--- config.mk ---
export PLATFORM = sky130hd
export DESIGN_NAME = fp16_systolic_feeder
export DESIGN_NICKNAME = d
export VERILOG_FILES = /design/src/rtl/fp16_tpu_pkg.sv /design/src/rtl/fp16_feed_lane_sel.sv /design/src/rtl/fp16_systolic_feeder.sv
export SDC_FILE = /design/constraint.sdc
export NUM_CORES = 2
export LEC_CHECK = 0
export CAP_MARGIN = 20
export CORE_MARGIN = 2
export CORE_UTILIZATION = 50
export CTS_BUF_LIST = sky130_fd_sc_hd__clkbuf_2
export DETAILED_ROUTE_END_ITERATION = 6
export DONT_BUFFER_PORTS = 1
export PLACE_DENSITY = 0.68
export SLEW_MARGIN = 20
export SYNTH_ARGS = -nofsm -noshare
export SYNTH_HDL_FRONTEND = slang
export SYNTH_HIERARCHICAL = 1
export SYNTH_SLANG_ARGS = --single-unit
--- constraint.sdc ---
create_clock -name clk -period 20.9 [get_ports clk]
set_input_delay 3.135 -clock clk [delete_from_list [all_inputs] [get_ports clk]]
set_output_delay 3.135 -clock clk [all_outputs]
set_load 0.05 [all_outputs]
--- src/rtl/fp16_tpu_pkg.sv ---
// Shared types and constants for the FP16 systolic-array operand path.
// Holds the feeder state encoding and a helper that extracts one FP16 lane from a packed vector.
package fp16_tpu_pkg;
   localparam int FP16_W = 16;
   localparam logic [FP16_W-1:0] FP16_ZERO = 16'h0000;
   localparam int ARR_SIZE = 8;

   typedef enum logic [1:0] {
      IDLE   = 2'd0,
      CLEAR  = 2'd1,
      STREAM = 2'd2,
      DONE   = 2'd3
   } feed_state_e;

   function automatic logic [FP16_W-1:0] lane_slice(
      input logic [ARR_SIZE*FP16_W-1:0] vec,
      input logic [$clog2(ARR_SIZE)-1:0] lane
   );
      return vec[{lane, 4'h0} +: FP16_W];
   endfunction
endpackage

--- src/rtl/fp16_feed_lane_sel.sv ---
// Picks the FP16 word one array lane should see at stream step n.
// A lane is skewed by its own index and carries data only while its slice window is open.
module fp16_feed_lane_sel
   import fp16_tpu_pkg::*;
#(
   parameter int K_MAX  = 8,
   parameter int N_W    = 5,
   parameter int CNT_W  = 4,
   parameter int LANE_W = 3,
   localparam int IDX_W = (K_MAX > 1) ? $clog2(K_MAX) : 1
) (
   input  logic [FP16_W-1:0] col [K_MAX],
   input  logic [N_W-1:0]    n,
   input  logic [LANE_W-1:0] lane,
   input  logic [CNT_W-1:0]  k_len,
   output logic [FP16_W-1:0] word
);
   logic [N_W-1:0] d;

   always_comb begin
      d    = n - N_W'(lane);
      word = FP16_ZERO;
      // k_len never exceeds K_MAX, so the low index bits are enough once d < k_len.
      if ((n >= N_W'(lane)) && (d < N_W'(k_len)))
         word = col[d[IDX_W-1:0]];
   end
endmodule

--- src/rtl/fp16_systolic_feeder.sv ---
// Operand-edge feeder for the 8x8 FP16 systolic array: buffers k-slices, then clears and streams them skewed.
// Defining FEEDER_PERF_CNT_EN adds the perf_runs / perf_stall counters and ports.
//  state  | meaning
//  IDLE   | accepting slices, waiting for a valid start
//  CLEAR  | one-cycle accumulator clear, array disabled
//  STREAM | skewed operands driven, array enabled
//  DONE   | one-cycle done pulse, buffer consumed
module fp16_systolic_feeder
   import fp16_tpu_pkg::*;
#(
   parameter int SIZE   = ARR_SIZE,
   parameter int K_MAX  = 8,
   parameter int PE_LAT = 2,
   localparam int CNT_W = $clog2(K_MAX + 1)
) (
   input  logic                   clk,
   input  logic                   rst_n,
   input  logic                   in_valid,
   output logic                   in_ready,
   input  logic [SIZE*FP16_W-1:0] in_a,
   input  logic [SIZE*FP16_W-1:0] in_w,
   input  logic                   start,
   input  logic [CNT_W-1:0]       k_len,
   output logic                   busy,
   output logic                   done,
   output logic                   err,
   output logic                   arr_enable,
   output logic                   arr_acc_clear,
   output logic [SIZE*FP16_W-1:0] arr_a,
   output logic [SIZE*FP16_W-1:0] arr_w
`ifdef FEEDER_PERF_CNT_EN
   ,
   output logic [31:0]            perf_runs,
   output logic [31:0]            perf_stall
`endif
);
   localparam int IDX_W  = (K_MAX > 1) ? $clog2(K_MAX) : 1;
   localparam int LANE_W = (SIZE > 1) ? $clog2(SIZE) : 1;
   localparam int TAIL   = 2*(SIZE-1) + PE_LAT - 1;
   localparam int N_W    = $clog2(K_MAX + TAIL + 1);
   localparam logic [CNT_W-1:0] K_FULL = CNT_W'(K_MAX);

   feed_state_e state, state_nx;
   logic [CNT_W-1:0] count, count_nx, kl, kl_nx;
   logic [N_W-1:0]   n, n_nx, remain, remain_nx;
   logic             accept, err_nx;
   logic [FP16_W-1:0] buf_a [SIZE][K_MAX];
   logic [FP16_W-1:0] buf_w [SIZE][K_MAX];
   logic [SIZE*FP16_W-1:0] sel_a, sel_w;

   assign accept = in_valid & in_ready;

   always_comb begin
      state_nx  = state;
      count_nx  = count + {{(CNT_W-1){1'b0}}, accept};
      kl_nx     = kl;
      n_nx      = n;
      remain_nx = remain;
      err_nx    = 1'b0;
      case (state)
         IDLE: begin
            if (start) begin
               if ((k_len == '0) || (k_len > count_nx)) begin
                  err_nx = 1'b1;
               end else begin
                  state_nx = CLEAR;
                  kl_nx    = k_len;
               end
            end
         end
         CLEAR: begin
            state_nx  = STREAM;
            n_nx      = '0;
            // STREAM lasts k_len + TAIL + 1 cycles; remain counts down to the last one.
            remain_nx = N_W'(kl) + N_W'(TAIL);
         end
         STREAM: begin
            if (remain == '0) begin
               state_nx = DONE;
               count_nx = '0;
            end else begin
               n_nx      = n + 1'b1;
               remain_nx = remain - 1'b1;
            end
         end
         DONE: state_nx = IDLE;
         default: state_nx = IDLE;
      endcase
   end

   always_ff @(posedge clk) begin
      if (accept) begin
         for (int r = 0; r < SIZE; r++) begin
            buf_a[r][count[IDX_W-1:0]] <= lane_slice(in_a, LANE_W'(r));
            buf_w[r][count[IDX_W-1:0]] <= lane_slice(in_w, LANE_W'(r));
         end
      end
   end

   for (genvar r = 0; r < SIZE; r++) begin : g_lane
      fp16_feed_lane_sel #(.K_MAX(K_MAX), .N_W(N_W), .CNT_W(CNT_W), .LANE_W(LANE_W)) u_sel_a (
         .col(buf_a[r]), .n(n_nx), .lane(LANE_W'(r)), .k_len(kl_nx),
         .word(sel_a[r*FP16_W +: FP16_W])
      );
      fp16_feed_lane_sel #(.K_MAX(K_MAX), .N_W(N_W), .CNT_W(CNT_W), .LANE_W(LANE_W)) u_sel_w (
         .col(buf_w[r]), .n(n_nx), .lane(LANE_W'(r)), .k_len(kl_nx),
         .word(sel_w[r*FP16_W +: FP16_W])
      );
   end

   // Outputs are registered from next-state values so each phase is visible in the cycle it names.
   always_ff @(posedge clk) begin
      if (!rst_n) begin
         state         <= IDLE;
         count         <= '0;
         kl            <= '0;
         n             <= '0;
         remain        <= '0;
         in_ready      <= 1'b0;
         busy          <= 1'b0;
         done          <= 1'b0;
         err           <= 1'b0;
         arr_enable    <= 1'b0;
         arr_acc_clear <= 1'b0;
         arr_a         <= '0;
         arr_w         <= '0;
      end else begin
         state         <= state_nx;
         count         <= count_nx;
         kl            <= kl_nx;
         n             <= n_nx;
         remain        <= remain_nx;
         in_ready      <= (state_nx == IDLE) && (count_nx < K_FULL);
         busy          <= (state_nx != IDLE);
         done          <= (state_nx == DONE);
         err           <= err_nx;
         arr_enable    <= (state_nx == STREAM);
         arr_acc_clear <= (state_nx == CLEAR);
         arr_a         <= (state_nx == STREAM) ? sel_a : '0;
         arr_w         <= (state_nx == STREAM) ? sel_w : '0;
      end
   end

`ifdef FEEDER_PERF_CNT_EN
   always_ff @(posedge clk) begin
      if (!rst_n) begin
         perf_runs  <= '0;
         perf_stall <= '0;
      end else begin
         if (state_nx == DONE)
            perf_runs <= perf_runs + 32'd1;
         if (in_valid && !in_ready)
            perf_stall <= perf_stall + 32'd1;
      end
   end
`endif
endmodule

; Word level (Yosys, flattened, before mapping)
; Memories as Yosys holds them, arrays and structs flattened.
; Index checks and enable logic that the tools add are counted.
[totals]
elab_cells = 178
mem_bits_rw = 2048
mem_count = 2
register_bits = 282
in_bits = 264
output_inout_bits = 262
[classes]
bitwise = 10
reduce_logical = 27
magnitude_cmp = 28
addsub = 11
muxes = 66
eq_ne = 7
[memory_table]
columns = memory, words, width, rd, rd_ports_with_merged_regs, wr, line_no
row1 = buf_a, 8, 128, 8, 0, 8, fp16_systolic_feeder.sv:47  ; logic [FP16_W-1:0] buf_a [SIZE][K_MAX];
row2 = buf_w, 8, 128, 8, 0, 8, fp16_systolic_feeder.sv:48  ; logic [FP16_W-1:0] buf_w [SIZE][K_MAX];
[ops]
columns = op, count
row1 = 16-bit binary-select mux with 3-bit select, 16
row2 = 16-bit two-way mux, 33
row3 = 128-bit two-way mux, 1
row4 = 16-bit demux with 3-bit select, 1
row5 = 5-bit by 4-bit < comparator with 1-bit output, 8
row6 = "4-bit >= comparator, second input constant", 9
row7 = 3-bit NOT with 4-bit output, 9
row8 = 3-bit AND reduction, 9
row9 = "5-bit by 3-bit >= comparator with 1-bit output, second input constant", 4
row10 = 4-bit two-way mux, 5
row11 = 5-bit case mux with 2 select lines, 2
row12 = "5-bit by 3-bit subtractor with 5-bit output, second input constant", 4
row13 = "5-bit by 1-bit >= comparator with 1-bit output, second input constant", 2
row14 = "5-bit by 2-bit >= comparator with 1-bit output, second input constant", 2
row15 = 1-bit logical AND, 10
row16 = 5-bit two-way mux, 2
row17 = "5-bit by 1-bit subtractor with 5-bit output, second input constant", 2
row18 = "5-bit by 2-bit subtractor with 5-bit output, second input constant", 2
row19 = "2-bit == test, second input constant", 4
row20 = 2-bit case mux with 4 select lines, 1
row21 = 2-bit two-way mux, 3
row22 = "4-bit by 4-bit adder with 5-bit output, second input constant", 1
row23 = "5-bit by 1-bit adder with 5-bit output, second input constant", 1
row24 = 5-bit logical NOT, 1
row25 = 13 further kinds, 17

; Logic depth before layout (Yosys ltp)
[logic_depth]
word_depth = 10
depth_mapped = 18

; Modules after synthesis
; Netlist, hierarchy kept.
[by_module_without_submodules]
columns = mod, seq_area_each_um2, area_each_um2, cells_per_inst, instances
row1 = fp16_systolic_feeder, 67144.4, 69942.1, 2798, 1
row2 = fp16_feed_lane_sel (g_lane[0].u_sel_a ...), 0.0, 1273.7, 106, 13
row3 = fp16_feed_lane_sel (g_lane[6].u_sel_w ...), 0.0, 1265.0, 106, 3

; Least setup slack after synthesis
; OpenSTA, ideal clock, no wires.
[synth_timing]
path_type = input to register
startpoint = input in_valid
endpoint = memory buf_a[0][112] (netlist name), enable pin
slack_ps = -1128
path_buffers = 1
required_ps = 19713
cell_stages = 4
arrival_ps = 20841
cell_sequence = nand2_1 or2_2 clkbuf_1 nor3_1
[synth_lines]
columns = item, line_no
row1 = start: declaration, fp16_systolic_feeder.sv:18  ; input logic in_valid,
row2 = end: declaration, fp16_systolic_feeder.sv:47

; Worst setup path in the final report
[layout_timing]
startpoint = input in_valid
endpoint = register arr_w[69]
[layout_via]
elab_chain_len = 10
elab_cells_between_ends = 14
cone_classes = add/sub: 1 / order compare: 2 / eq/ne: 1 / mux: 6 / bitwise: 1 / reduce/logical: 3
[layout_lines]
columns = item, line_no
row1 = 1-bit AND, fp16_systolic_feeder.sv:51  ; assign accept = in_valid & in_ready;
row2 = 4-bit by 1-bit adder with 4-bit output, fp16_systolic_feeder.sv:55  ; count_nx = count + {{(CNT_W-1){1'b0}}, accept};
row3 = 4-bit > comparator, fp16_systolic_feeder.sv:63  ; if ((k_len == '0) || (k_len > count_nx)) begin
row4 = 1-bit logical OR, fp16_systolic_feeder.sv:63
row5 = 4-bit two-way mux, fp16_systolic_feeder.sv:63
row6 = 4-bit two-way mux, fp16_systolic_feeder.sv:62  ; if (start) begin
row7 = 4-bit two-way mux, fp16_systolic_feeder.sv:60  ; case (state)
row8 = named net kl_nx[2], fp16_systolic_feeder.sv:44  ; logic [CNT_W-1:0] count, count_nx, kl, kl_nx;
row9 = 5-bit by 4-bit < comparator with 1-bit output, fp16_feed_lane_sel.sv:24  ; if ((n >= N_W'(lane)) && (d < N_W'(k_len)))
row10 = 1-bit logical AND, fp16_feed_lane_sel.sv:24
row11 = 3-bit AND reduction (no line), n/a
row12 = end signal: assignment, fp16_systolic_feeder.sv:140  ; arr_w <= (state_nx == STREAM) ? sel_w : '0;
row13 = end: declaration, fp16_systolic_feeder.sv:30  ; output logic [SIZE*FP16_W-1:0] arr_w
; The timed path passes the listed nets, and every way through them passes these cells.
; A chain may end at the register's enable or synchronous reset.

==> summary.txt <==
Die
  • Die Height: 429 um
  • Die W: 429 um
  • Initial core utilization: 50.4%
  • Row Count: 155
  • Die area: 0.184 sq mm
  • Placeable Area: 0.179 sq mm
  • IO Pins: 526

Route
  • Vias: 44,964
  • Routed Wire Length: 204,000 um
  • DRC: 0
  • Drt initial violations: 3,215
  • Drt first pass iters: 6
  • Final ANT Viol Nets: 0
  • Post-DR wirelength/cell: 26.0 um
  • DR vias/cell: 5.73

Synth
  • Top_reg_cell synth: edfxtp_1
  • Top-count cell post-synth: edfxtp_1
  • Synth top area cells: edfxtp_1 68%, mux4_2 13%, dfxtp_1 6.3%
  • Synthesis-stage register bit count: 2,330
  • Post-synthesis cell type count: 57
  • Synth top area share: 68.1%
  • Number of synthesized flops with an enable pin: 2,048
  • Cell count after synthesis: 4,494
  • Synth area leader: edfxtp_1
  • Mapped Avg Cell Area: 20.1 sq um
  • Async SR Flop Fraction: 0%
  • Seq/Total Area, Yosys: 74.4%
  • Yosys synthesis warning count: 6
  • Top cells by count, synth: 2,048 x edfxtp_1, 512 x mux4_2, 282 x dfxtp_1, 266 x nor3_1, 259 x mux2i_1
  • Post-Syn Area: 0.0903 sq mm

Worst setup path
  • Cell breakdown of the critical path: nand3_1, inv_1, ha_1, inv_1, ha_1, nor2b_1, o221ai_1, nand4_1, and3_1, or3_2, inv_1, ha_1, a21o_1, a31oi_1, o22ai_2, nor3_1, and3_1
  • Worst EP required: 22,570 ps
  • CP Buf/Inv Count: 3
  • CP max stage cell: or3_2
  • Crit Path Max Fanout: 16
  • Delay-heaviest family, CP: simple AND/OR/NAND/NOR gates
  • Arrival time of the worst setup path: 7560 ps
  • Crit path largest cell delay: 870 ps
  • Critical Path End Type: flop
  • Crit path launch type: input port
  • Setup CP Type: in -> reg

Layout
  • Footprint of the multi-input gates: 0.0221 sq mm
  • Seq. cell area: 0.0671 sq mm
  • Filler Cell Count: 13,950
  • Final nets: 5,449
  • Fin area: 0.0988 sq mm
  • Layout area overhead: 9.46%
  • Layout cells sized above 1: 30.1%

Power and ir drop
  • Leak pwr: 34.4 nW
  • Sw Ratio: 24.1%
  • Peak supply drop: 65.7 uV
  • Reg power frac: 58.7%
  • Logic gate share of total power: 7.2%
  • Sw Pwr: 2.10 mW
  • Internal power: 6.61 mW
  • Share of total power in the clock network: 34.1%
  • Cell Pwr Density: 88.2 mW/mm^2

GRT
  • Global-route wire length before repair: 301,000 um
  • Initial antenna violation count: 6
  • Grt total ovfl: 0
  • Largest net degree at the start of global routing: 175
  • Vias in the first global route: 47,549
  • Gr usage total: 22.2%

Clock tree
  • Post-cts hold buffer count: 0
  • CTS H-tree depth: 6
  • Num CTS Buffers: 590
  • CTS resizes: 0
  • Clk slew on worst S/H paths: 90 ps
  • Sink Count: 2,330
  • Worst skew pair latency: 1880 ps
  • CTS Buffer Depth: 4
  • CTS tree: yes
  • CTS Root Cell: clkbuf_2
  • Setup bufs post-CTS: 0

STA
  • Worst-margin pin slew: 1270 ps
  • Setup_tns: 0 ps
  • Min Tclk post-route: 5890 ps
  • Post-route clock period utilization: 28.2%
  • Slew headroom: 15.5%
  • Final Setup Violations: 0
  • Clk_skew: 193 ps
  • Fin Hold WS: 505 ps
  • RSZ-0062 raised after global routing: false
  • Fmax: 170 MHz
  • Final hold violations: 0
  • Final slew viol count: 0

Placed design
  • Post-place instance area: 0.0936 sq mm
  • IO Port Bufs: 0
  • Final Wtd Congestion: 0.771
  • Placed wire-length estimate: 111,000 um

Outcome
  • Status: complete, no violations

Worst hold path
  • Hold Crit Class: reg -> reg

Flow run
  • Max-Cap Viols: 0
[final timing paths]
path	start	endpoint	slack [ps]	cells past startpoint
worst min-delay path	remain[4]	remain[4]	500	2
worst min register to register	remain[4]	remain[4]	500	2
worst max-delay path	in_valid	arr_w[69]	15010	17
worst max register to register	remain[0]	arr_a[44]	15090	15
[flip-flops by register name, indices dropped and copies added (netlist names)]
| signal | flops |
|---|---|
| in_ready | 1 |
| count | 4 |
| kl | 4 |
| busy | 1 |
| state | 2 |
| arr_w | 128 |
| done | 1 |
| arr_acc_clear | 1 |
| buf_a | 1024 |
| n | 5 |
| buf_w | 1024 |
| remain | 5 |
| err | 1 |
| arr_a | 128 |
| arr_enable | 1 |
[cell type report]
cell class,count,area share [%]
clock inverter,118,0.614
clock buffer,916,4.64
timing repair buffer,104,0.891
sequential,2330,67.9
antenna,7,0.0177
tap,2355,2.98
inverter,158,0.614
multi-input combinational,1864,22.3
[worst register-to-register path, stage by stage (launching register included)]
cell and delay [ps]:
dfxtp_1 350, inv_1 70, ha_1 180, nor4b_1 490, nor2_1 220, mux2i_1 220
nor2_4 660, buf_4 460, inv_1 120, fa_1 640, clkinv_2 660, ha_1 590
a31oi_1 90, o22ai_2 760, nor3_1 130, and3_1 200
[cells by family (layout without fill, tap and decap cells)]
group	after synthesis	after routing	synth area share (%)
flip-flops	2330	2330	74.4
multiplexers	772	772	15.7
AND/OR/NAND/NOR	707	707	4.44
buffers and inverters	378	1296	1.94
adder cells (fa/ha/maj)	137	137	2.03
AO/OA/AOI/OAI	128	128	1.04
XOR/XNOR	40	40	0.521
other	2	87	0.00832
[cells in the final DEF (no fill, tap or decap), types with 29 or more instances in the layout]
cell type and n:
clkinv_2 30, inv_1 142, ha_1 118, mux4_2 512, and3_1 257, nor3_1 264
conb_1 80, clkinv_1 77, dfxtp_1 282, buf_4 96, mux2i_1 259, clkbuf_2 916
edfxtp_1 2048, nand2_1 29, nor2_1 46
[power by group through the flow]
| stage | logic [mW] | clock network [mW] | registers, mW |
|---|---|---|---|
| floorplan | 0.497 | 0 | 5.23 |
| global placement | 0.636 | 0 | 5.22 |
| detailed placement | 0.639 | 0 | 5.22 |
| CTS | 0.641 | 3.08 | 5.11 |
| global route | 0.686 | 3.31 | 5.12 |
| finish | 0.630 | 2.97 | 5.11 |
[layer usage]
metal	share of wire (%)	vias to the layer above	GRT usage (%)
li1	-	19658	-
met5	0.0054	-	0
met3	7.2	349	6.15
met2	52	1539	38.3
met4	3.4	2	9.13
met1	38	23416	26.3
[through the flow]
step | util (%) | std cells | setup WS, ps | power [mW]
5_1_grt | 55.2 | 7852 | 14440 | 9.11
3_5_place_dp | 52.3 | 6811 | 13260 | 5.86
4_1_cts | 55.2 | 7845 | 14590 | 8.84
3_3_place_gp | 52.3 | 6811 | 13350 | 5.85
2_1_floorplan | - | 4572 | 5750 | 5.73
6_report | 55.2 | 7852 | 15010 | 8.71
Power figures use the tool's default switching activity.
